## config.mk

```make
export PLATFORM = sky130hd
export DESIGN_NAME = pe_r_iter
export DESIGN_NICKNAME = d
export VERILOG_FILES = /design/src/rtl/pe_r_iter.sv
export SDC_FILE = /design/constraint.sdc
export NUM_CORES = 1
export LEC_CHECK = 0
export ABC_AREA = 1
export CAP_MARGIN = 30
export CORE_AREA = 2 2 213 194
export CTS_CLUSTER_DIAMETER = 100
export DETAILED_ROUTE_END_ITERATION = 6
export DIE_AREA = 0 0 215 196
export GPL_TIMING_DRIVEN = 0
export HOLD_SLACK_MARGIN = 0.15
export PLACE_DENSITY = 0.78
export SLEW_MARGIN = 20
export SYNTH_ARGS = -nofsm -noshare
export SYNTH_HDL_FRONTEND = slang
export SYNTH_SLANG_ARGS = --single-unit
```

## constraint.sdc

```tcl
create_clock -name clk -period 5.8 [get_ports clk]
set_clock_uncertainty 0.05 [all_clocks]
set_input_delay 0.87 -clock clk [delete_from_list [all_inputs] [get_ports clk]]
set_output_delay 0.87 -clock clk [all_outputs]
set_load 0.02 [all_outputs]
```

## src/rtl/pe_r_iter.sv

```systemverilog
// RAVEN systolic PE. It has a single-cycle GEMM MAC with a weight pass-through and a
// multi-cycle Horner engine (acc <- acc*v + c_k) for the unary operations.
module pe_r_iter #(
   parameter int INT_BW   = 5,
   parameter int FRA_BW   = 7,
   parameter int MUL_BW   = 16,
   parameter int ACC_BW   = 32,
   parameter int ITER_MAX = 8,
   parameter int CNT_BW   = $clog2(ITER_MAX + 1)
) (
   input  logic              clk,
   input  logic              rst_n,
   input  logic [1:0]        gemm_uno,
   input  logic              start_i,
   input  logic [CNT_BW-1:0] iter_i,
   input  logic [ACC_BW-1:0] mac_i,
   input  logic [MUL_BW-1:0] var_i,
   input  logic [MUL_BW-1:0] x_i,
   input  logic [MUL_BW-1:0] wc_i,
   input  logic [ACC_BW-1:0] o_i,
   output logic [ACC_BW-1:0] mac_o,
   output logic [MUL_BW-1:0] wc_o,
   output logic [ACC_BW-1:0] o_o,
   output logic              busy_o,
   output logic              done_o,
   output logic              ovf_o
);

   localparam int OPW    = INT_BW + FRA_BW + 1;
   localparam int PRD_BW = 2 * OPW;
   localparam int SUM_BW = ACC_BW + 1;

   localparam logic signed [ACC_BW-1:0] Q_MAX = {{(ACC_BW-OPW+1){1'b0}}, {(OPW-1){1'b1}}};
   localparam logic signed [ACC_BW-1:0] Q_MIN = {{(ACC_BW-OPW+1){1'b1}}, {(OPW-1){1'b0}}};

   localparam logic [CNT_BW-1:0] N_MAX = CNT_BW'(ITER_MAX);
   localparam logic [CNT_BW-1:0] N_DIV = CNT_BW'((ITER_MAX < 4) ? ITER_MAX : 4);
   localparam logic [CNT_BW-1:0] N_EXP = CNT_BW'((ITER_MAX < 6) ? ITER_MAX : 6);
   localparam logic [CNT_BW-1:0] N_LOG = CNT_BW'((ITER_MAX < 8) ? ITER_MAX : 8);

   typedef enum logic [0:0] {StIdle, StRun} state_e;

   function automatic logic signed [OPW-1:0] top_bits(input logic [MUL_BW-1:0] s);
      return s[MUL_BW-1 -: OPW];
   endfunction

   function automatic logic [ACC_BW-1:0] sat(input logic [SUM_BW-1:0] s);
      if (s[SUM_BW-1] != s[SUM_BW-2]) begin
         return s[SUM_BW-1] ? {1'b1, {(ACC_BW-1){1'b0}}} : {1'b0, {(ACC_BW-1){1'b1}}};
      end
      return s[ACC_BW-1:0];
   endfunction

   state_e                    state_q, state_d;
   logic signed [ACC_BW-1:0]  acc_q, acc_d;
   logic signed [OPW-1:0]     vreg_q, vreg_d;
   logic [CNT_BW-1:0]         cnt_q, cnt_d;
   logic                      flag_q, flag_d;
   logic [ACC_BW-1:0]         mac_q, mac_d;
   logic [ACC_BW-1:0]         oreg_q, oreg_d;
   logic                      done_q, done_d;
   logic                      ovf_q, ovf_d;
   logic [MUL_BW-1:0]         wreg_q, ireg_q;

   logic signed [PRD_BW-1:0]  g_prod, u_prod;
   logic signed [SUM_BW-1:0]  g_sum, u_sum, u_coef;
   logic signed [ACC_BW-1:0]  acc_sh;
   logic signed [OPW-1:0]     q_op;
   logic                      q_clamp, u_clamp;
   logic [ACC_BW-1:0]         g_sat, u_sat;
   logic [CNT_BW-1:0]         n_def, n_sel;
   logic                      unused_bits;

   assign unused_bits = ^{var_i[MUL_BW-OPW-1:0], ireg_q[MUL_BW-OPW-1:0]};

   // GEMM datapath
   always_comb begin
      g_prod = PRD_BW'(top_bits(wreg_q)) * PRD_BW'(top_bits(ireg_q));
      g_sum  = SUM_BW'(g_prod) + SUM_BW'(signed'(o_i));
      g_sat  = sat(g_sum);
   end

   // Horner datapath: requantise acc to an operand, multiply by v, add the aligned coefficient
   always_comb begin
      acc_sh  = acc_q >>> FRA_BW;
      q_clamp = 1'b0;
      q_op    = acc_sh[OPW-1:0];
      if (acc_sh > Q_MAX) begin
         q_op    = Q_MAX[OPW-1:0];
         q_clamp = 1'b1;
      end else if (acc_sh < Q_MIN) begin
         q_op    = Q_MIN[OPW-1:0];
         q_clamp = 1'b1;
      end
      u_prod  = PRD_BW'(q_op) * PRD_BW'(vreg_q);
      u_coef  = SUM_BW'(signed'(wc_i)) <<< FRA_BW;
      u_sum   = SUM_BW'(u_prod) + u_coef;
      u_clamp = u_sum[SUM_BW-1] != u_sum[SUM_BW-2];
      u_sat   = sat(u_sum);
   end

   always_comb begin
      unique case (gemm_uno)
         2'b01:   n_def = N_DIV;
         2'b10:   n_def = N_EXP;
         default: n_def = N_LOG;
      endcase
      if (iter_i == '0)         n_sel = n_def;
      else if (iter_i > N_MAX)  n_sel = N_MAX;
      else                      n_sel = iter_i;
   end

   always_comb begin
      state_d = state_q;
      acc_d   = acc_q;
      vreg_d  = vreg_q;
      cnt_d   = cnt_q;
      flag_d  = flag_q;
      mac_d   = mac_q;
      oreg_d  = oreg_q;
      done_d  = 1'b0;
      ovf_d   = 1'b0;
      unique case (state_q)
         StIdle: begin
            if (gemm_uno == 2'b00) begin
               oreg_d = g_sat;
            end else if (start_i) begin
               state_d = StRun;
               acc_d   = signed'(mac_i);
               vreg_d  = top_bits(var_i);
               cnt_d   = n_sel;
               flag_d  = 1'b0;
            end
         end
         StRun: begin
            acc_d  = signed'(u_sat);
            flag_d = flag_q | q_clamp | u_clamp;
            cnt_d  = cnt_q - CNT_BW'(1);
            if (cnt_q == CNT_BW'(1)) begin
               state_d = StIdle;
               mac_d   = u_sat;
               done_d  = 1'b1;
               ovf_d   = flag_d;
            end
         end
         default: state_d = StIdle;
      endcase
   end

   always_ff @(posedge clk) begin
      if (!rst_n) begin
         state_q <= StIdle;
         acc_q   <= '0;
         vreg_q  <= '0;
         cnt_q   <= '0;
         flag_q  <= 1'b0;
         mac_q   <= '0;
         oreg_q  <= '0;
         done_q  <= 1'b0;
         ovf_q   <= 1'b0;
         wreg_q  <= '0;
         ireg_q  <= '0;
      end else begin
         state_q <= state_d;
         acc_q   <= acc_d;
         vreg_q  <= vreg_d;
         cnt_q   <= cnt_d;
         flag_q  <= flag_d;
         mac_q   <= mac_d;
         oreg_q  <= oreg_d;
         done_q  <= done_d;
         ovf_q   <= ovf_d;
         wreg_q  <= wc_i;
         ireg_q  <= x_i;
      end
   end

   assign mac_o  = mac_q;
   assign wc_o   = wreg_q;
   assign o_o    = oreg_q;
   assign busy_o = (state_q == StRun);
   assign done_o = done_q;
   assign ovf_o  = ovf_q;

endmodule
```

* After elaboration in Yosys (flattened, before gate mapping)
Cells that the tools add are included.
** Storage, ports and cells
- Register bits :: 149
- Input bits :: 121
- Output and inout port bits :: 83
- Logic and storage cells :: 67
** Operators by class
- $add $sub $neg :: 3
- Multipliers :: 2
- $lt $le $gt $ge :: 3
- Equal/unequal tests :: 7
- Multiplexer cells :: 29
- Bitwise logic cells :: 4
- Reduce and logical (&&, ||, !) cells :: 8
** Operators by type and width (count)
- $mux 32 :: 8
- $pmux 32 s2 :: 1
- $mul 13x13->26 :: 2
- $add 26x32->33 :: 1
- $add 26x23->27 :: 1
- $mux 13 :: 2
- $gt 25x13->1 const B :: 1
- $lt 25x13->1 const B :: 1
- $mux 4 :: 4
- $pmux 4 s2 :: 2
- $mux 1 :: 10
- $reduce_and 2->1 :: 4
- $reduce_and 3->1 :: 2
- $eq 4x1->1 const B :: 1
- $gt 4x4->1 const B :: 1
- $logic_not 4->1 :: 1
- $ne 2x2->1 const B :: 2
- $pmux 1 s2 :: 2
- $sub 4x1->4 const B :: 1
- $eq 2x1->1 const B :: 1
- $eq 2x2->1 const B :: 1
- $logic_not 2->1 :: 1
- $ne 1x1->1 :: 2
- $not 1->1 :: 2
- $or 1x1->1 :: 2

* Logic depth before layout (Yosys ltp)
Gate-level depths: netlist (run 1).
- Word-level depth :: 9
- Gate-level depth with buffers :: 31
- Depth with buffers taken out :: 30

* Worst setup path before layout (run 1)
No wires, ideal clock.
- Kind :: reg-to-reg
- Start point :: register wreg_q[15] (netlist: wc_o[15])
- End point :: register oreg_q[30] (netlist: o_o[30])
- Setup time :: 0.122 ns
- Arrival time :: 5.962 ns
- Data required time :: 5.628 ns
- Setup slack :: -0.334 ns
- Cell stages (with the launch flop) :: 26
- Buffers on the path :: 2
- Period minus slack after synthesis :: 6.134 ns
- Cell sequence :: dfxtp_1 -> clkbuf_1 -> nand2_1 -> inv_1 -> fa_1 -> inv_1 -> fa_1 -> fa_1 -> fa_1 -> inv_1 -> fa_1 -> fa_1 -> ha_1 -> inv_1 -> o21bai_1 -> nor2_1 -> nand2_1 -> a21oi_2 -> nand2_2 -> nand2_1 -> nand2_2 -> nand2_2 -> nand2_4 -> inv_6 -> buf_8 -> a21oi_2
** Between the ends
- Word-level cells in the longest chain between the ends :: 5
- Elaborated cells on any way between the ends :: 7
- Classes of those cells :: add/sub: 1; mul: 1; eq/ne: 1; mux: 4
** RTL lines
- start, declared :: RTL line 63 : logic [MUL_BW-1:0] wreg_q, ireg_q;
- start signal, assigned :: RTL line 173 : wreg_q <= wc_i;
- $mul 13x13->26 (*) :: RTL line 78 : g_prod = PRD_BW'(top_bits(wreg_q)) * PRD_BW'(top_bits(ireg_q));
- $add 26x32->33 (*) :: RTL line 79 : g_sum = SUM_BW'(g_prod) + SUM_BW'(signed'(o_i));
- $mux 32 / $ne 1x1->1 (equally long branches) :: RTL line 49, 48
- $mux 32 / $mux 1 (equally long branches) :: RTL line 48 : if (s[SUM_BW-1] != s[SUM_BW-2]) begin
- $mux 32 (*) :: RTL line 51 : return s[ACC_BW-1:0];
- end signal, assigned :: RTL line 170 : oreg_q <= oreg_d;
- end, declared :: RTL line 60 : logic [ACC_BW-1:0] oreg_q, oreg_d;
Mark *: on every way between the ends. The rest lies on a longest branch, timed or not. The select of a mux whose other input is x is not followed.
A chain may end at the register's enable or synchronous reset.

* Final worst setup path (run 1)
- Start point :: register acc_q[27]
- End point :: register acc_q[28]
** Between the ends
- Word-level cells in the longest chain between the ends :: 9
- Elaborated cells on any way between the ends :: 12
- Classes of those cells :: add/sub: 1; mul: 1; order compare: 2; eq/ne: 1; mux: 7
** RTL lines
- start, declared :: RTL line 55 : logic signed [ACC_BW-1:0] acc_q, acc_d;
- start signal, assigned :: RTL line 153 : acc_q <= '0;
- start signal, assigned :: RTL line 165 : acc_q <= acc_d;
- $lt 25x13->1 :: RTL line 91 : end else if (acc_sh < Q_MIN) begin
- $mux 13 :: RTL line 91
- $mux 13 (*) :: RTL line 88 : if (acc_sh > Q_MAX) begin
- $mul 13x13->26 (*) :: RTL line 95 : u_prod = PRD_BW'(q_op) * PRD_BW'(vreg_q);
- $add 26x23->27 (*) :: RTL line 97 : u_sum = SUM_BW'(u_prod) + u_coef;
- $mux 32 / $ne 1x1->1 (equally long branches) :: RTL line 49, 48
- $mux 32 / $mux 1 (equally long branches) :: RTL line 48
- $mux 32 (*) :: RTL line 51
- $pmux 32 s2 (*) :: RTL line 123 : unique case (state_q)
Marks and branches as above.

==> flow_metrics.py, run 1 <==
metrics = {
    "final_layout": {
        "layout-drive-gt1-share_pct": 25.00,
        "num-fill-cells": 2797,
        "area.growth.synth_to_final_pct": 34.88,
        "fin_nets": 3780,
        "final_cell_area_um2": 29230,
    },
    "status": {
        "violated_checks": "design-rule violations, negative setup slack",
        "status": "finished, violations left",
    },
    "synth": {
        "synth.yosys.warnings": 0,
        "synth_top_cells_by_area": "sky130_fd_sc_hd__fa_1, sky130_fd_sc_hd__dfxtp_1, sky130_fd_sc_hd__inv_1",
        "synth.most_common_cell": "sky130_fd_sc_hd__inv_1",
        "ys_ff_latch": 134,
        "synthCells": 2694,
        "async_flop_share_pct": 0,
        "synth_edf_count": 0,
        "synthDistinctLibCells": 51,
        "postSynthNetCount": 3399,
        "yosysSeqAreaShare_pct": 12.38,
        "netlist_top_cells_count": "sky130_fd_sc_hd__inv_1, sky130_fd_sc_hd__nand2_1, sky130_fd_sc_hd__fa_1, sky130_fd_sc_hd__ha_1, sky130_fd_sc_hd__nor2_1",
        "synth_top_area_share_pct": 38.80,
        "postSynth.topFlopCell": "sky130_fd_sc_hd__dfxtp_1",
        "post-synth-top-area-cell": "sky130_fd_sc_hd__fa_1",
        "syn-cell-area_um2": 21670,
        "postSynthAreaPerCell_um2": 8.043,
    },
    "sta": {
        "setup-violations-final": 73,
        "fmax_ghz": 0.1511,
        "grt_setup_unrepaired": "true",
        "timing_hold_violations_final": 0,
        "final_critical_path_setup_slack_ns": -0.8200,
        "slew_at_the_pin_closest_to_its_max_slew_limit_ns": 1.017,
        "slew_headroom_pct": 31.96,
        "layout_worst_path_cycle_share_pct": 114.1,
        "period_needed_ns": 6.620,
        "maxSlewViolCount": 0,
    },
    "floorplanning": {
        "num_rows": 70,
        "fp.dieArea_um2": 42140,
        "die_height_um": 196,
        "io_pins": 204,
        "start_util_pct": 54.02,
        "die_x_um": 215,
        "coreArea_um2": 40110,
    },
    "global_route": {
        "grt.busiest_layer": "met2",
        "gr-usage-all-layers_pct": 34.81,
        "gr-total-overflow": 0,
        "grt_max_degree": 17,
        "first_global_vias": 20570,
        "grt_pass1_wl_mm": 112.4,
        "initial_antenna_violation_count": 0,
        "grt.met3_usage_pct": 8.729,
        "grtUsageMet1_pct": 47.96,
        "gr_util_met2_pct": 53.33,
    },
    "route": {
        "drt_drc_violations_left": 2,
        "count_of_tritonroute_iterations_in_the_first_routing_pass": 7,
        "remaining_antenna_violation_count_after_routing": 0,
        "avgViaCountPerCell": 5.590,
        "routed_len_inst_um": 20.80,
        "vias": 20290,
        "routed_wl_mm": 75.50,
        "dr.first_iter.drc_count": 2213,
    },
    "min_path": {
        "hp-class": "flop to flop",
    },
    "critical_path": {
        "timing.critical_path.required_ns": 6.14,
        "timing.setup.critical_path_class": "flop to flop",
        "critPathMaxFanout": 6,
        "start_kind": "flop",
        "timing.critical_path.to_type": "flop",
        "timing.critical_path.arrival_ns": 6.96,
    },
    "clock_tree": {
        "worstSkewPairLatency_ns": 0.48,
        "post_cts_hold_buffer_count": 0,
        "clock_path_buffers": 2,
        "tritoncts_num_sinks": 134,
        "ctsRootBufferMaster": "sky130_fd_sc_hd__clkbuf_16",
        "cts_tree": "yes",
        "clk_transition_reported_paths_ns": 0.07,
        "cts_buffers": 17,
        "clock_tree.htree_level_count": 4,
    },
    "placed_design": {
        "hpwlAfterDp_mm": 55.53,
        "pre_cts_slack_ns": -1.404,
        "placedInstanceArea_um2": 24460,
        "place.port_buffers": 189,
        "gp_congestion": 0.9865,
    },
    "flow_run": {
        "max_cap_viol_count": 0,
    },
}
-- layer usage --
layer	part of all wire (%)	vias up
met2	44	1331
met4	5.6	0
li1	-	8712
met3	12	343
met5	0	-
met1	38	9899
-- cells by family after synthesis --
kind of cell,Yosys count,share of synthesized area (%)
AOI/OAI and AO/OA,247,6.710
DFF,134,12.38
adders and majority gates,584,48.27
buffers and inverters,788,13.96
xor gates and xnor gates,39,1.576
and+or+nand+nor,902,17.10
-- timing repair --
action / CTS / global route
setup buffers: 112 / 56
cloned: 7 / 0
pin swaps: 149 / 156
resized for setup: 441 / 319
setup endpoints to repair: 76 / 76
-- area by class of cell --
class / count / area (µm²) / area share, %
sequential: 134 / 2749 / 9.405
timing repair buffer: 362 / 3593 / 12.30
multi-input combinational: 1772 / 18370 / 62.84
clock inverter: 13 / 98.84 / 0.3382
tap: 540 / 675.6 / 2.312
buffer: 81 / 540.5 / 1.849
clock buffer: 19 / 432.9 / 1.481
inverter: 707 / 2769 / 9.474
antenna: 1 / 2.502 / 0.008562
-- sequential cells by signal, indices dropped and copies added, names as in the netlist, 4 cells and up --
| signal | count |
|---|---|
| vreg_q | 13 |
| mac_o | 27 |
| o_o | 32 |
| ireg_q | 13 |
| wc_o | 16 |
| acc_q | 25 |
| cnt_q | 4 |
-- per-stage QoR --
step / utilization (%) / cells / hold WS [ns] / TNS [ns]
final: 72.86 / 3629 / 0.4074 / -37.90
after global routing: 72.85 / 3628 / 0.4238 / -47.15
after CTS: 68.99 / 3574 / 0.4105 / -23.09
after detailed placement: 60.97 / 3423 / 0.3957 / -76.13
after global placement: 60.97 / 3423 / 0.3894 / -70.83
after floorplan: - / 2694 / 0.3901 / -2.815
-- worst max-delay path, cell delays in order (launching register included) --
cell,delay [ns]
sky130_fd_sc_hd__dfxtp_2,0.40
sky130_fd_sc_hd__nand4_1,0.15
sky130_fd_sc_hd__o31ai_4,0.31
sky130_fd_sc_hd__buf_6,0.16
sky130_fd_sc_hd__buf_6,0.11
sky130_fd_sc_hd__buf_4,0.10
sky130_fd_sc_hd__nand2_1,0.11
sky130_fd_sc_hd__nand2_4,0.13
sky130_fd_sc_hd__buf_4,0.14
sky130_fd_sc_hd__nor2_1,0.05
sky130_fd_sc_hd__fa_1,0.42
sky130_fd_sc_hd__fa_1,0.51
sky130_fd_sc_hd__fa_1,0.59
sky130_fd_sc_hd__fa_1,0.46
sky130_fd_sc_hd__fa_1,0.57
sky130_fd_sc_hd__inv_1,0.09
sky130_fd_sc_hd__fa_1,0.58
sky130_fd_sc_hd__inv_2,0.06
sky130_fd_sc_hd__ha_4,0.32
sky130_fd_sc_hd__nand2_4,0.07
sky130_fd_sc_hd__nor2_4,0.15
sky130_fd_sc_hd__a21oi_4,0.10
sky130_fd_sc_hd__or2_4,0.27
sky130_fd_sc_hd__nand3_4,0.08
sky130_fd_sc_hd__inv_4,0.04
sky130_fd_sc_hd__nand2_4,0.07
sky130_fd_sc_hd__nand3_4,0.15
sky130_fd_sc_hd__a21oi_2,0.27
-- worst paths after layout --
path / from / endpoint / slack (ns) / depth (start not counted)
max: acc_q[27] / acc_q[28] / -0.82 / 27
min: mac_o[25] / mac_o[25] / 0.41 / 2
max reg2reg: acc_q[27] / acc_q[28] / -0.82 / 27
min reg2reg: mac_o[25] / mac_o[25] / 0.41 / 2
-- cell usage in the layout (no fill, tap or decap), types with 15 or more instances in the layout --
cell / instances
sky130_fd_sc_hd__xor2_1: 16
sky130_fd_sc_hd__ha_4: 36
sky130_fd_sc_hd__nand2_1: 472
sky130_fd_sc_hd__fa_2: 33
sky130_fd_sc_hd__nand4_1: 16
sky130_fd_sc_hd__clkbuf_1: 38
sky130_fd_sc_hd__nor2_4: 21
sky130_fd_sc_hd__inv_1: 635
sky130_fd_sc_hd__nand2_4: 60
sky130_fd_sc_hd__clkbuf_16: 18
sky130_fd_sc_hd__fa_1: 387
sky130_fd_sc_hd__dfxtp_2: 20
sky130_fd_sc_hd__dfxtp_1: 103
sky130_fd_sc_hd__a21oi_4: 15
sky130_fd_sc_hd__o21ai_0: 67
sky130_fd_sc_hd__buf_12: 18
sky130_fd_sc_hd__a21oi_1: 36
sky130_fd_sc_hd__buf_6: 34
sky130_fd_sc_hd__nand2_2: 70
sky130_fd_sc_hd__or2_2: 17
sky130_fd_sc_hd__a21oi_2: 55
sky130_fd_sc_hd__nor2_1: 115
sky130_fd_sc_hd__a31oi_1: 20
sky130_fd_sc_hd__clkdlybuf4s50_1: 189
sky130_fd_sc_hd__inv_2: 44
sky130_fd_sc_hd__nor2_2: 26
sky130_fd_sc_hd__nand3_2: 21
sky130_fd_sc_hd__ha_1: 121
sky130_fd_sc_hd__buf_4: 133
sky130_fd_sc_hd__nand3_1: 22
Power of run 1 is left out: the tool's default activity adds up to more than one toggle a clock period on the data nets, which glitch-free logic cannot reach.
==> inputs of run 2 (changes only) <==
Settings changed: CTS_CLUSTER_DIAMETER 100 to default, RECOVER_POWER from default to 25.
==> flow_metrics.py, run 2 (synthesis results as in run 1) <==
metrics = {
    "sta": {
        "period_needed_ns": 6.605,
        "setup-violations-final": 73,
        "slew_headroom_pct": 31.96,
        "fmax_ghz": 0.1514,
        "final_critical_path_setup_slack_ns": -0.8053,
        "grt_setup_unrepaired": "true",
        "maxSlewViolCount": 0,
        "layout_worst_path_cycle_share_pct": 113.9,
        "timing_hold_violations_final": 0,
        "slew_at_the_pin_closest_to_its_max_slew_limit_ns": 1.017,
    },
    "placed_design": {
        "place.port_buffers": 189,
        "pre_cts_slack_ns": -1.404,
        "hpwlAfterDp_mm": 55.53,
        "gp_congestion": 0.9865,
        "placedInstanceArea_um2": 24460,
    },
    "final_layout": {
        "fin_nets": 3780,
        "largest_register_ffs": 32,
        "final_cell_area_um2": 29230,
        "layout_commonest_cell": "sky130_fd_sc_hd__inv_1",
        "layout-drive-gt1-share_pct": 25.00,
        "area.growth.synth_to_final_pct": 34.88,
        "mostFrequentLayoutCells": "sky130_fd_sc_hd__inv_1, sky130_fd_sc_hd__nand2_1, sky130_fd_sc_hd__fa_1",
    },
    "route": {
        "vias": 20230,
        "routed_len_inst_um": 20.77,
        "remaining_antenna_violation_count_after_routing": 0,
        "drt_drc_violations_left": 0,
        "dr.first_iter.drc_count": 2213,
        "routed_wl_mm": 75.37,
        "count_of_tritonroute_iterations_in_the_first_routing_pass": 6,
        "avgViaCountPerCell": 5.576,
    },
    "global_route": {
        "gr-usage-all-layers_pct": 34.81,
        "gr-total-overflow": 0,
        "grt_pass1_wl_mm": 112.4,
        "grt_max_degree": 17,
        "first_global_vias": 20570,
        "initial_antenna_violation_count": 0,
    },
    "clock_tree": {
        "cts_buffers": 17,
        "ctsRootBufferMaster": "sky130_fd_sc_hd__clkbuf_16",
        "tritoncts_num_sinks": 134,
        "clock_tree.htree_level_count": 4,
        "clock_path_buffers": 2,
        "worstSkewPairLatency_ns": 0.48,
        "clk_transition_reported_paths_ns": 0.07,
        "cts_tree": "yes",
    },
    "floorplanning": {
        "die_height_um": 196,
        "die_x_um": 215,
        "coreArea_um2": 40110,
        "io_pins": 204,
        "fp.dieArea_um2": 42140,
        "start_util_pct": 54.02,
        "num_rows": 70,
    },
    "critical_path": {
        "timing.critical_path.required_ns": 6.14,
        "timing.critical_path.arrival_ns": 6.95,
        "critPathMaxFanout": 6,
        "timing.critical_path.to_type": "flop",
        "timing.setup.critical_path_class": "flop to flop",
        "start_kind": "flop",
    },
    "flow_run": {
        "max_cap_viol_count": 0,
    },
    "min_path": {
        "hp-class": "flop to flop",
    },
    "status": {
        "status": "finished, violations left",
        "violated_checks": "negative setup slack",
    },
}
run 2: cell count changes in the layout (fill, tap and decap cells not counted):
cell and delta:
sky130_fd_sc_hd__dlygate4sd3_1 +5, sky130_fd_sc_hd__clkdlybuf4s50_1 -5
run 2: worst paths after layout:
check	startpoint	to	slack, ns	cells after the start
min reg2reg	mac_o[25]	mac_o[25]	0.41	2
max reg2reg	acc_q[27]	acc_q[28]	-0.81	27
max	acc_q[27]	acc_q[28]	-0.81	27
min	mac_o[25]	mac_o[25]	0.41	2
run 2: area by class of cell:
class	instances	area [µm²]
antenna	1	2.502
buffer	81	540.5
multi-input combinational	1772	18370
inverter	707	2769
tap	540	675.6
sequential	134	2749
clock inverter	13	98.84
timing repair buffer	362	3593
clock buffer	19	432.9
fill	2797	10890
run 2: through the flow:
stage	std cells	hold slack (ns)	TNS [ns]	utilization, %
after floorplan	2694	0.3901	-2.815	-
after global placement	3423	0.3894	-70.83	60.97
after detailed placement	3423	0.3957	-76.13	60.97
after CTS	3574	0.4105	-23.09	68.99
after global routing	3628	0.4238	-47.15	72.85
final	3629	0.4073	-37.12	72.86
run 2: routing by layer:
layer | vias to the layer above | track usage [%] | part of all wire (%)
met5 | - | 0 | 0
met4 | 0 | 13.23 | 5.6
met3 | 352 | 8.729 | 12
met2 | 1326 | 53.33 | 44
met1 | 9845 | 47.96 | 38
li1 | 8711 | - | -
run 2: timing repair:
action                                  CTS  global route
hold buffers                              0             0
endpoints found under the setup margin   76            76
cloned                                    7             0
buffers inserted                        112            56
pin swaps                               149           156
resized for setup                       441           319
run 2: worst max-delay path, stage by stage (launching register included):
cell,delay [ns]
sky130_fd_sc_hd__dfxtp_2,0.39
sky130_fd_sc_hd__nand4_1,0.15
sky130_fd_sc_hd__o31ai_4,0.31
sky130_fd_sc_hd__buf_6,0.16
sky130_fd_sc_hd__buf_6,0.11
sky130_fd_sc_hd__buf_4,0.10
sky130_fd_sc_hd__nand2_1,0.11
sky130_fd_sc_hd__nand2_4,0.13
sky130_fd_sc_hd__buf_4,0.14
sky130_fd_sc_hd__nor2_1,0.05
sky130_fd_sc_hd__fa_1,0.42
sky130_fd_sc_hd__fa_1,0.51
sky130_fd_sc_hd__fa_1,0.59
sky130_fd_sc_hd__fa_1,0.45
sky130_fd_sc_hd__fa_1,0.57
sky130_fd_sc_hd__inv_1,0.10
sky130_fd_sc_hd__fa_1,0.58
sky130_fd_sc_hd__inv_2,0.06
sky130_fd_sc_hd__ha_4,0.32
sky130_fd_sc_hd__nand2_4,0.07
sky130_fd_sc_hd__nor2_4,0.15
sky130_fd_sc_hd__a21oi_4,0.10
sky130_fd_sc_hd__or2_4,0.27
sky130_fd_sc_hd__nand3_4,0.08
sky130_fd_sc_hd__inv_4,0.04
sky130_fd_sc_hd__nand2_4,0.07
sky130_fd_sc_hd__nand3_4,0.15
sky130_fd_sc_hd__a21oi_2,0.27
Power of run 2 is left out for the same reason.
